`src/rtl/sysreg_pkg.sv`:
```
// sysreg_pkg: shared constants for the system register bank.
// Register offsets are the decoded a[4:0] values; STATUS bit positions,
// the OVF-clear write bit and the value returned for unmapped reads.
package sysreg_pkg;

   localparam logic [4:0] REG_ID0           = 5'h00;
   localparam logic [4:0] REG_ID1           = 5'h01;
   localparam logic [4:0] REG_VERSION       = 5'h02;
   localparam logic [4:0] REG_STATUS        = 5'h03;
   localparam logic [4:0] REG_LW_ADDR       = 5'h04;
   localparam logic [4:0] REG_LW_DATA       = 5'h05;
   localparam logic [4:0] REG_HIST_COUNT    = 5'h06;
   localparam logic [4:0] REG_HIST_ADDR     = 5'h07;
   localparam logic [4:0] REG_HIST_DATA     = 5'h08;
   localparam logic [4:0] REG_CNT0          = 5'h0C;
   localparam logic [4:0] REG_CNT1          = 5'h0D;
   localparam logic [4:0] REG_CNT2          = 5'h0E;
   localparam logic [4:0] REG_CNT3          = 5'h0F;

   localparam int STAT_OVF_BIT   = 7;
   localparam int STAT_EMPTY_BIT = 6;
   localparam int STAT_FULL_BIT  = 5;
   localparam int OVF_CLR_BIT    = 7;

   localparam logic [7:0] UNMAPPED_VAL   = 8'hFF;
   localparam logic [7:0] EMPTY_READ_VAL = 8'h00;

endpackage

```
`src/rtl/sysreg_hist_fifo.sv`:
```
// sysreg_hist_fifo: synchronous first-word-fall-through FIFO holding the
// write history. Flush has priority over push/pop; a pop on empty is ignored;
// a push while full is accepted only when a pop frees a slot in the same cycle.
module sysreg_hist_fifo
   import sysreg_pkg::*;
#(
   parameter int WIDTH = 16,
   parameter int DEPTH = 8
) (
   input  logic                     clk,
   input  logic                     rst,
   input  logic                     push,
   input  logic                     pop,
   input  logic                     flush,
   input  logic [WIDTH-1:0]         wr_data,
   output logic [WIDTH-1:0]         head,
   output logic [$clog2(DEPTH):0]   count,
   output logic                     full,
   output logic                     empty
);

   localparam int PTR_W = $clog2(DEPTH);
   localparam int CNT_W = PTR_W + 1;

   logic [WIDTH-1:0] mem_r [DEPTH];
   logic [PTR_W-1:0] wr_ptr_r;
   logic [PTR_W-1:0] rd_ptr_r;
   logic [CNT_W-1:0] count_r;
   logic             do_push_s;
   logic             do_pop_s;

   assign full  = (count_r == CNT_W'(DEPTH));
   assign empty = (count_r == {CNT_W{1'b0}});
   assign count = count_r;
   assign head  = mem_r[rd_ptr_r];

   // Qualify requests: pop needs data, push needs room or a simultaneous pop.
   always_comb begin
      do_pop_s  = 1'b0;
      do_push_s = 1'b0;
      if (pop && !empty) begin
         do_pop_s = 1'b1;
      end else begin
         do_pop_s = 1'b0;
      end
      if (push && (!full || do_pop_s)) begin
         do_push_s = 1'b1;
      end else begin
         do_push_s = 1'b0;
      end
   end

   // Storage write; contents need no reset since the pointers define validity.
   always_ff @(posedge clk) begin
      if (do_push_s && !flush) begin
         mem_r[wr_ptr_r] <= wr_data;
      end
   end

   // Pointer and occupancy update; pointers wrap naturally at power-of-2 depth.
   always_ff @(posedge clk) begin
      if (rst || flush) begin
         wr_ptr_r <= {PTR_W{1'b0}};
         rd_ptr_r <= {PTR_W{1'b0}};
         count_r  <= {CNT_W{1'b0}};
      end else begin
         if (do_push_s) begin
            wr_ptr_r <= wr_ptr_r + PTR_W'(1);
         end
         if (do_pop_s) begin
            rd_ptr_r <= rd_ptr_r + PTR_W'(1);
         end
         case ({do_push_s, do_pop_s})
            2'b10:   count_r <= count_r + CNT_W'(1);
            2'b01:   count_r <= count_r - CNT_W'(1);
            default: count_r <= count_r;
         endcase
      end
   end

endmodule

```
`src/rtl/sysreg_bank.sv`:
```
// sysreg_bank: host-bus system register bank (ID/version, scratch bytes,
// last-write capture, write-history FIFO) with one registered read port.
// Optional feature macro: SYSREG_CYCLE_COUNTER_EN adds a 32-bit free-running
// cycle counter readable coherently at 0x0C..0x0F (reading 0x0C snapshots
// the upper three bytes). Without it 0x0C..0x0F read as unmapped.
module sysreg_bank
   import sysreg_pkg::*;
#(
   parameter int          ADDR_W     = 8,
   parameter int          NSCRATCH   = 4,
   parameter int          HIST_DEPTH = 8,
   parameter logic [7:0]  ID0        = 8'h42,
   parameter logic [7:0]  ID1        = 8'h73,
   parameter logic [7:0]  VERSION    = 8'h02
) (
   input  logic              clk,
   input  logic              rst,
   input  logic [ADDR_W-1:0] a,
   input  logic [7:0]        d_d,
   output logic [7:0]        d_q,
   input  logic              read_strobe,
   input  logic              write_strobe
);

   localparam int CNT_W  = $clog2(HIST_DEPTH) + 1;
   localparam int SIDX_W = (NSCRATCH > 1) ? $clog2(NSCRATCH) : 1;

   logic [4:0]        off_s;
   logic              scr_hit_s;
   logic [SIDX_W-1:0] scr_idx_s;
   logic [7:0]        scratch_r [NSCRATCH];
   logic [7:0]        lw_addr_r;
   logic [7:0]        lw_data_r;
   logic              ovf_r;
   logic [7:0]        d_q_r;
   logic [7:0]        rd_val_s;
   logic [7:0]        status_s;
   logic [7:0]        hist_cnt8_s;
   logic              push_s;
   logic              pop_s;
   logic              flush_s;
   logic              ovf_clr_s;
   logic              ovf_set_s;
   logic [15:0]       fifo_head_s;
   logic [CNT_W-1:0]  fifo_count_s;
   logic              fifo_full_s;
   logic              fifo_empty_s;

   // Only a[4:0] is decoded; higher bits alias.
   assign off_s     = a[4:0];
   assign scr_hit_s = off_s[4] && ({1'b0, off_s[3:0]} < 5'(NSCRATCH));
   assign scr_idx_s = off_s[SIDX_W-1:0];

   generate
      if (ADDR_W > 8) begin : g_addr_hi
         logic unused_addr_hi_s;
         assign unused_addr_hi_s = ^a[ADDR_W-1:8];
      end
   endgenerate

   // Bus-strobe decode into FIFO controls and OVF set/clear events.
   always_comb begin
      push_s    = write_strobe && (off_s != REG_STATUS) && (off_s != REG_HIST_COUNT);
      flush_s   = write_strobe && (off_s == REG_HIST_COUNT);
      pop_s     = read_strobe && (off_s == REG_HIST_DATA);
      ovf_clr_s = write_strobe && (off_s == REG_STATUS) && d_d[OVF_CLR_BIT];
      ovf_set_s = push_s && fifo_full_s && !pop_s;
   end

   sysreg_hist_fifo #(
      .WIDTH (16),
      .DEPTH (HIST_DEPTH)
   ) u_hist_fifo (
      .clk     (clk),
      .rst     (rst),
      .push    (push_s),
      .pop     (pop_s),
      .flush   (flush_s),
      .wr_data ({a[7:0], d_d}),
      .head    (fifo_head_s),
      .count   (fifo_count_s),
      .full    (fifo_full_s),
      .empty   (fifo_empty_s)
   );

   // Assemble STATUS and the zero-extended history count.
   always_comb begin
      status_s                 = 8'h00;
      status_s[STAT_OVF_BIT]   = ovf_r;
      status_s[STAT_EMPTY_BIT] = fifo_empty_s;
      status_s[STAT_FULL_BIT]  = fifo_full_s;
      hist_cnt8_s              = 8'h00;
      hist_cnt8_s[CNT_W-1:0]   = fifo_count_s;
   end

`ifdef SYSREG_CYCLE_COUNTER_EN
   logic [31:0] cyc_cnt_r;
   logic [23:0] cyc_snap_r;

   // Free-running counter; reading the low byte freezes the upper bytes.
   always_ff @(posedge clk) begin
      if (rst) begin
         cyc_cnt_r  <= 32'h0000_0000;
         cyc_snap_r <= 24'h00_0000;
      end else begin
         cyc_cnt_r <= cyc_cnt_r + 32'd1;
         if (read_strobe && (off_s == REG_CNT0)) begin
            cyc_snap_r <= cyc_cnt_r[31:8];
         end
      end
   end
`endif

   // Read mux: selects the pre-write value of the addressed register.
   always_comb begin
      rd_val_s = UNMAPPED_VAL;
      if (scr_hit_s) begin
         rd_val_s = scratch_r[scr_idx_s];
      end else begin
         case (off_s)
            REG_ID0:        rd_val_s = ID0;
            REG_ID1:        rd_val_s = ID1;
            REG_VERSION:    rd_val_s = VERSION;
            REG_STATUS:     rd_val_s = status_s;
            REG_LW_ADDR:    rd_val_s = lw_addr_r;
            REG_LW_DATA:    rd_val_s = lw_data_r;
            REG_HIST_COUNT: rd_val_s = hist_cnt8_s;
            REG_HIST_ADDR:  rd_val_s = fifo_empty_s ? EMPTY_READ_VAL : fifo_head_s[15:8];
            REG_HIST_DATA:  rd_val_s = fifo_empty_s ? EMPTY_READ_VAL : fifo_head_s[7:0];
`ifdef SYSREG_CYCLE_COUNTER_EN
            REG_CNT0:       rd_val_s = cyc_cnt_r[7:0];
            REG_CNT1:       rd_val_s = cyc_snap_r[7:0];
            REG_CNT2:       rd_val_s = cyc_snap_r[15:8];
            REG_CNT3:       rd_val_s = cyc_snap_r[23:16];
`endif
            default:        rd_val_s = UNMAPPED_VAL;
         endcase
      end
   end

   // Registered read data; holds between read strobes.
   always_ff @(posedge clk) begin
      if (rst) begin
         d_q_r <= 8'h00;
      end else if (read_strobe) begin
         d_q_r <= rd_val_s;
      end
   end

   assign d_q = d_q_r;

   // Scratch storage.
   always_ff @(posedge clk) begin
      if (rst) begin
         for (int i = 0; i < NSCRATCH; i++) begin
            scratch_r[i] <= 8'h00;
         end
      end else if (write_strobe && scr_hit_s) begin
         scratch_r[scr_idx_s] <= d_d;
      end
   end

   // Last-write capture on every write strobe, whatever the target.
   always_ff @(posedge clk) begin
      if (rst) begin
         lw_addr_r <= 8'h00;
         lw_data_r <= 8'h00;
      end else if (write_strobe) begin
         lw_addr_r <= a[7:0];
         lw_data_r <= d_d;
      end
   end

   // Sticky overflow flag; an explicit clear wins over a new overflow.
   always_ff @(posedge clk) begin
      if (rst) begin
         ovf_r <= 1'b0;
      end else if (ovf_clr_s) begin
         ovf_r <= 1'b0;
      end else if (ovf_set_s) begin
         ovf_r <= 1'b1;
      end
   end

endmodule
```
`config.mk`:
```
export PLATFORM = sky130hd
export DESIGN_NAME = sysreg_bank
export DESIGN_NICKNAME = d
export VERILOG_FILES = /design/src/rtl/sysreg_pkg.sv /design/src/rtl/sysreg_hist_fifo.sv /design/src/rtl/sysreg_bank.sv
export SDC_FILE = /design/constraint.sdc
export NUM_CORES = 1
export LEC_CHECK = 0
export ABC_CLOCK_PERIOD_IN_PS = 8490
export BUFFER_PORTS_ARGS = -buffer_cell sky130_fd_sc_hd__buf_2
export CAP_MARGIN = 20
export CORE_UTILIZATION = 45
export DETAILED_ROUTE_END_ITERATION = 8
export SYNTH_ARGS = -nofsm -noshare
export SYNTH_HDL_FRONTEND = slang
export SYNTH_SLANG_ARGS = --single-unit
export TNS_END_PERCENT = 1
```
`constraint.sdc`:
```
create_clock -name clk -period 8.49 [get_ports clk]
set_clock_uncertainty 0.2 [all_clocks]
set_input_delay 0.4245 -clock clk [delete_from_list [all_inputs] [get_ports clk]]
set_output_delay 0.4245 -clock clk [all_outputs]
set_load 0.01 [all_outputs]
```
==> metrics.txt <==
# TYPE chip_impl_metric gauge
chip_impl_metric{name="sequential_element_share_of_the_synthesized_area",unit="%"} 66.11
chip_impl_metric{name="power_frac_clock",unit="%"} 40.1
chip_impl_metric{name="portBuffers",unit=""} 27
chip_impl_metric{name="ys.warnings.count",unit=""} 0
chip_impl_metric{name="area_delta_synth_final",unit="%"} 10.85
chip_impl_metric{name="ys_seq_elements",unit=""} 198
chip_impl_info{name="main_combinational_cell_family_by_area_after_synthesis",value="multiplexers"} 1
chip_impl_metric{name="pre_cts_ws",unit="ns"} 4.825
chip_impl_info{name="synthTopCellsByCount",value="160 x sky130_fd_sc_hd__edfxtp_1, 53 x sky130_fd_sc_hd__mux2i_1, 47 x sky130_fd_sc_hd__nor2_1, 38 x sky130_fd_sc_hd__dfxtp_1, 34 x sky130_fd_sc_hd__mux4_2"} 1
chip_impl_info{name="cp-endpoint",value="u_hist_fifo.count[2]"} 1
chip_impl_metric{name="htree_num_levels",unit=""} 4
chip_impl_metric{name="power.ir.vdd_worst",unit="V"} 0.0001351
chip_impl_metric{name="share_of_synthesized_flip_flops_with_an_asynchronous_set_or_reset",unit="%"} 0
chip_impl_metric{name="yosys-mux-area-fraction",unit="%"} 15.80
chip_impl_metric{name="postLayoutCellArea",unit="µm²"} 9331
chip_impl_metric{name="first_global_vias",unit=""} 4696
chip_impl_metric{name="synthDominantCellAreaShare",unit="%"} 57.07
chip_impl_metric{name="grt_pass1_wl",unit="µm"} 28180
chip_impl_info{name="crit_start",value="a[0]"} 1
chip_impl_info{name="timing.critical_path.slowest_stage_cell",value="sky130_fd_sc_hd__buf_2"} 1
chip_impl_metric{name="cts_resized",unit=""} 0
chip_impl_metric{name="final_antenna_net_count",unit=""} 0
chip_impl_metric{name="power_report.internal_total",unit="mW"} 1.596
chip_impl_info{name="start_kind",value="input port"} 1
chip_impl_metric{name="cp.required",unit="ns"} 8.65
chip_impl_metric{name="max_stage_delay",unit="ns"} 0.65
chip_impl_metric{name="die_area",unit="µm²"} 19260
chip_impl_metric{name="post_route_cells_drive_above_1_share",unit="%"} 21.60
chip_impl_info{name="synth_area_leader_cell",value="sky130_fd_sc_hd__edfxtp_1"} 1
chip_impl_metric{name="synthesis.area_per_instance",unit="µm²"} 15.47
chip_impl_metric{name="fraction_of_the_mapped_netlist_area_in_compound_gates",unit="%"} 4.727
chip_impl_info{name="dominantRegCellSynth",value="sky130_fd_sc_hd__edfxtp_1"} 1
chip_impl_info{name="cts-root-buf",value="sky130_fd_sc_hd__clkbuf_16"} 1
chip_impl_metric{name="cellPowerDensity",unit="nW/µm²"} 219.1
chip_impl_metric{name="seq_power_share",unit="%"} 53.8
chip_impl_metric{name="die_x",unit="µm"} 138.8
chip_impl_metric{name="yosys.area_share.simple",unit="%"} 8.844
chip_impl_metric{name="postSynthNetCount",unit=""} 569
chip_impl_info{name="crit_chain",value="buf_2 -> xor2_1 -> a31oi_1 -> nor2b_2 -> inv_1 -> ha_1 -> xor2_1 -> ha_1 -> a21oi_1 -> xor2_1 -> or3_1 -> a21oi_1"} 1
chip_impl_metric{name="detailedPlacementHpwl",unit="µm"} 11440
chip_impl_metric{name="drt-initial-drc-count",unit=""} 405
chip_impl_metric{name="drv_cap",unit=""} 0
chip_impl_metric{name="drv_slew",unit=""} 0
chip_impl_metric{name="final.hold.worst_slack",unit="ns"} 0.1071
chip_impl_metric{name="tritoncts_num_sinks",unit=""} 198
chip_impl_metric{name="final_net_count",unit=""} 587
chip_impl_metric{name="crit_path_max_fanout",unit=""} 37
chip_impl_metric{name="die_height",unit="µm"} 138.8
chip_impl_metric{name="timing.final.ws_setup",unit="ns"} 5.241
chip_impl_info{name="yosysMostFrequentCell",value="sky130_fd_sc_hd__edfxtp_1"} 1
chip_impl_metric{name="achievable-frequency",unit="MHz"} 307.8
chip_impl_metric{name="antenna_diode_count",unit=""} 0
chip_impl_metric{name="grt_start_max_net_pins",unit=""} 38
chip_impl_metric{name="worst-r2r-setup-slack",unit="ns"} 5.45
chip_impl_metric{name="tightest_slew",unit="ns"} 1.011
chip_impl_metric{name="cts_buffers",unit=""} 17
chip_impl_info{name="crit-reg2reg-launch",value="u_hist_fifo.count[0]"} 1
chip_impl_info{name="unrepaired_setup_endpoints_after_global_routing",value="false"} 1
chip_impl_metric{name="finalWorstPathRequiredPeriod",unit="ns"} 3.249
chip_impl_metric{name="routed_wl",unit="µm"} 18130
chip_impl_metric{name="power.switching",unit="mW"} 0.4490
chip_impl_metric{name="remaining_drc_errors",unit=""} 1
chip_impl_info{name="worst_hold_path_type",value="input port to flop"} 1
chip_impl_metric{name="synth_xor_area_share",unit="%"} 0.8323
chip_impl_metric{name="finalHoldViolations",unit=""} 0
chip_impl_metric{name="final_min_period_over_clock_period",unit="%"} 38.27
chip_impl_metric{name="synth_fa_ha_area_share",unit="%"} 0.7432
chip_impl_info{name="tritoncts",value="built"} 1
chip_impl_metric{name="design.portCount",unit=""} 28
chip_impl_metric{name="hold_buffers",unit=""} 0
chip_impl_metric{name="floorplan.initialDensity",unit="%"} 46.39
chip_impl_metric{name="avgViaCountPerCell",unit=""} 5.890
chip_impl_metric{name="place_congestion",unit=""} 0.9070
chip_impl_metric{name="synthesis.area",unit="µm²"} 8418
chip_impl_metric{name="grt.total_usage",unit="%"} 20.03
chip_impl_info{name="timing.critical_path.to_type",value="flop"} 1
chip_impl_metric{name="clock_latency",unit="ns"} 0.43
chip_impl_metric{name="worst-endpoint-arrival",unit="ns"} 3.41
chip_impl_metric{name="finalSetupViolations",unit=""} 0
chip_impl_metric{name="placed_cell_area",unit="µm²"} 8728
chip_impl_metric{name="num_rows",unit=""} 49
chip_impl_metric{name="sw_frac_of_total",unit="%"} 21.96
chip_impl_metric{name="ctsLongestPathBuffers",unit=""} 2
chip_impl_metric{name="drtPass1Iterations",unit=""} 7
chip_impl_metric{name="worst_reg2reg_path_length_in_cells",unit=""} 11
chip_impl_metric{name="post_cts_buffers",unit=""} 0
chip_impl_metric{name="total_overflow_reported_by_the_global_router",unit=""} 0
chip_impl_metric{name="antenna_found_initial",unit=""} 0
chip_impl_metric{name="design_power_total",unit="mW"} 2.045
chip_impl_metric{name="comb_power_share",unit="%"} 6.1
chip_impl_metric{name="tns",unit="ns"} 0
chip_impl_info{name="timing.critical_path.mode_cell",value="sky130_fd_sc_hd__xor2_1"} 1
chip_impl_info{name="reg2reg_to",value="u_hist_fifo.count[2]"} 1
chip_impl_metric{name="dr_total_vias",unit=""} 4730
chip_impl_metric{name="clk_pin_slew_worst_paths",unit="ns"} 0.07
chip_impl_metric{name="synth_edf_count",unit=""} 160
chip_impl_info{name="violations_in_the_final_reports",value="DRC"} 1
chip_impl_metric{name="netlist-cell-type-count",unit=""} 56
chip_impl_metric{name="placeableCoreArea",unit="µm²"} 18150
chip_impl_info{name="synthTopCellsByArea",value="sky130_fd_sc_hd__edfxtp_1 57%, sky130_fd_sc_hd__mux4_2 9.1%, sky130_fd_sc_hd__dfxtp_1 9.0%, sky130_fd_sc_hd__mux2i_1 6.3%, sky130_fd_sc_hd__nor2_1 2.1%"} 1
chip_impl_metric{name="routed_wire_length_per_instance",unit="µm"} 22.58
chip_impl_info{name="outcome",value="finished, violations left"} 1
chip_impl_metric{name="syn_inst",unit=""} 544
chip_impl_metric{name="leakagePower",unit="nW"} 3.184
chip_impl_info{name="critical_path_class",value="input port to flop"} 1
chip_impl_metric{name="slew_headroom",unit="%"} 32.34
-- critical path: cells and delay by family --
kind	cells	cell delay [ns]
xor+xnor	3	0.43
compound gates	3	0.53
fa+ha+maj	2	0.49
buf+inv	2	0.83
simple gates	2	0.67
-- per-layer routing --
layer | vias to the layer above | routed length (µm) | GRT usage, %
met5 | - | 0 | 0
met2 | 146 | 8667 | 30.99
met1 | 2423 | 8097 | 27.90
li1 | 2135 | - | -
met4 | 0 | 403 | 7.544
met3 | 26 | 963 | 4.316
-- state kept, by name (all words and copies together) (netlist names), named ones only --
signal and count:
lw_data_r 8, d_q 8, u_hist_fifo.mem_r 128, u_hist_fifo.count 4, ovf_r 1, lw_addr_r 8
u_hist_fifo.rd_ptr_r 3, scratch_r 32, u_hist_fifo.wr_ptr_r 3
-- how the worst min path moves through the flow --
stage	startpoint	to	slack (ns)	cells after the start
4_1_cts	a[6]	u_hist_fifo.mem_r[4][14]	0.08	1
5_1_grt	a[6]	u_hist_fifo.mem_r[1][14]	0.1	1
2_1_floorplan	lw_data_r[7]	lw_data_r[7]	0.24	2
3_3_place_gp	d_q[2]	d_q[2]	0.23	2
6_report	a[6]	u_hist_fifo.mem_r[4][14]	0.11	1
3_5_place_dp	d_q[2]	d_q[2]	0.23	2
-- power groups by stage --
| stage | registers, mW | logic, mW | clock network [mW] |
|---|---|---|---|
| after floorplan | 1.11 | 0.0822 | 0 |
| after global placement | 1.12 | 0.123 | 0 |
| after detailed placement | 1.12 | 0.126 | 0 |
| after CTS | 1.10 | 0.127 | 0.837 |
| after global routing | 1.10 | 0.137 | 0.876 |
| final | 1.10 | 0.125 | 0.820 |
-- cell type report --
| class | count | area [µm²] |
|---|---|---|
| inverter | 9 | 33.78 |
| clock buffer | 17 | 425.4 |
| clock inverter | 14 | 177.7 |
| sequential | 198 | 5567 |
| multi-input combinational | 299 | 2631 |
| timing repair buffer | 37 | 210.2 |
| fill | 1485 | 8816 |
| tap | 229 | 286.5 |
-- cell usage in the layout (no fill, tap or decap), types with 5 or more instances in the layout --
master                        n
sky130_fd_sc_hd__a21oi_1     12
sky130_fd_sc_hd__and2_1       9
sky130_fd_sc_hd__and3_1      25
sky130_fd_sc_hd__buf_2       27
sky130_fd_sc_hd__buf_4       10
sky130_fd_sc_hd__clkbuf_16   17
sky130_fd_sc_hd__dfxtp_1     37
sky130_fd_sc_hd__edfxtp_1   160
sky130_fd_sc_hd__ha_1         5
sky130_fd_sc_hd__inv_1        8
sky130_fd_sc_hd__mux2i_1     53
sky130_fd_sc_hd__mux4_2      34
sky130_fd_sc_hd__nand2_1     15
sky130_fd_sc_hd__nor2_1      47
sky130_fd_sc_hd__nor2b_1      5
sky130_fd_sc_hd__nor3_1      10
sky130_fd_sc_hd__o21ai_0     13
sky130_fd_sc_hd__xor2_1       6
-- cell families (layout without fill, tap and decap cells) --
logic type               Yosys count  after routing
AO/OA/AOI/OAI                     57             57
XOR/XNOR                           8              8
adder cells (fa/ha/maj)            5              5
buffers and inverters             47             77
flip-flops                       198            198
multiplexers                      90             90
AND/OR/NAND/NOR                  139            139
-- stage by stage --
step,utilization [%],std cells
2_1_floorplan,-,544
3_3_place_gp,48.10,772
3_5_place_dp,48.10,772
4_1_cts,51.42,803
5_1_grt,51.42,803
6_report,51.42,803
No activity file was read; power rests on OpenSTA's default activity.
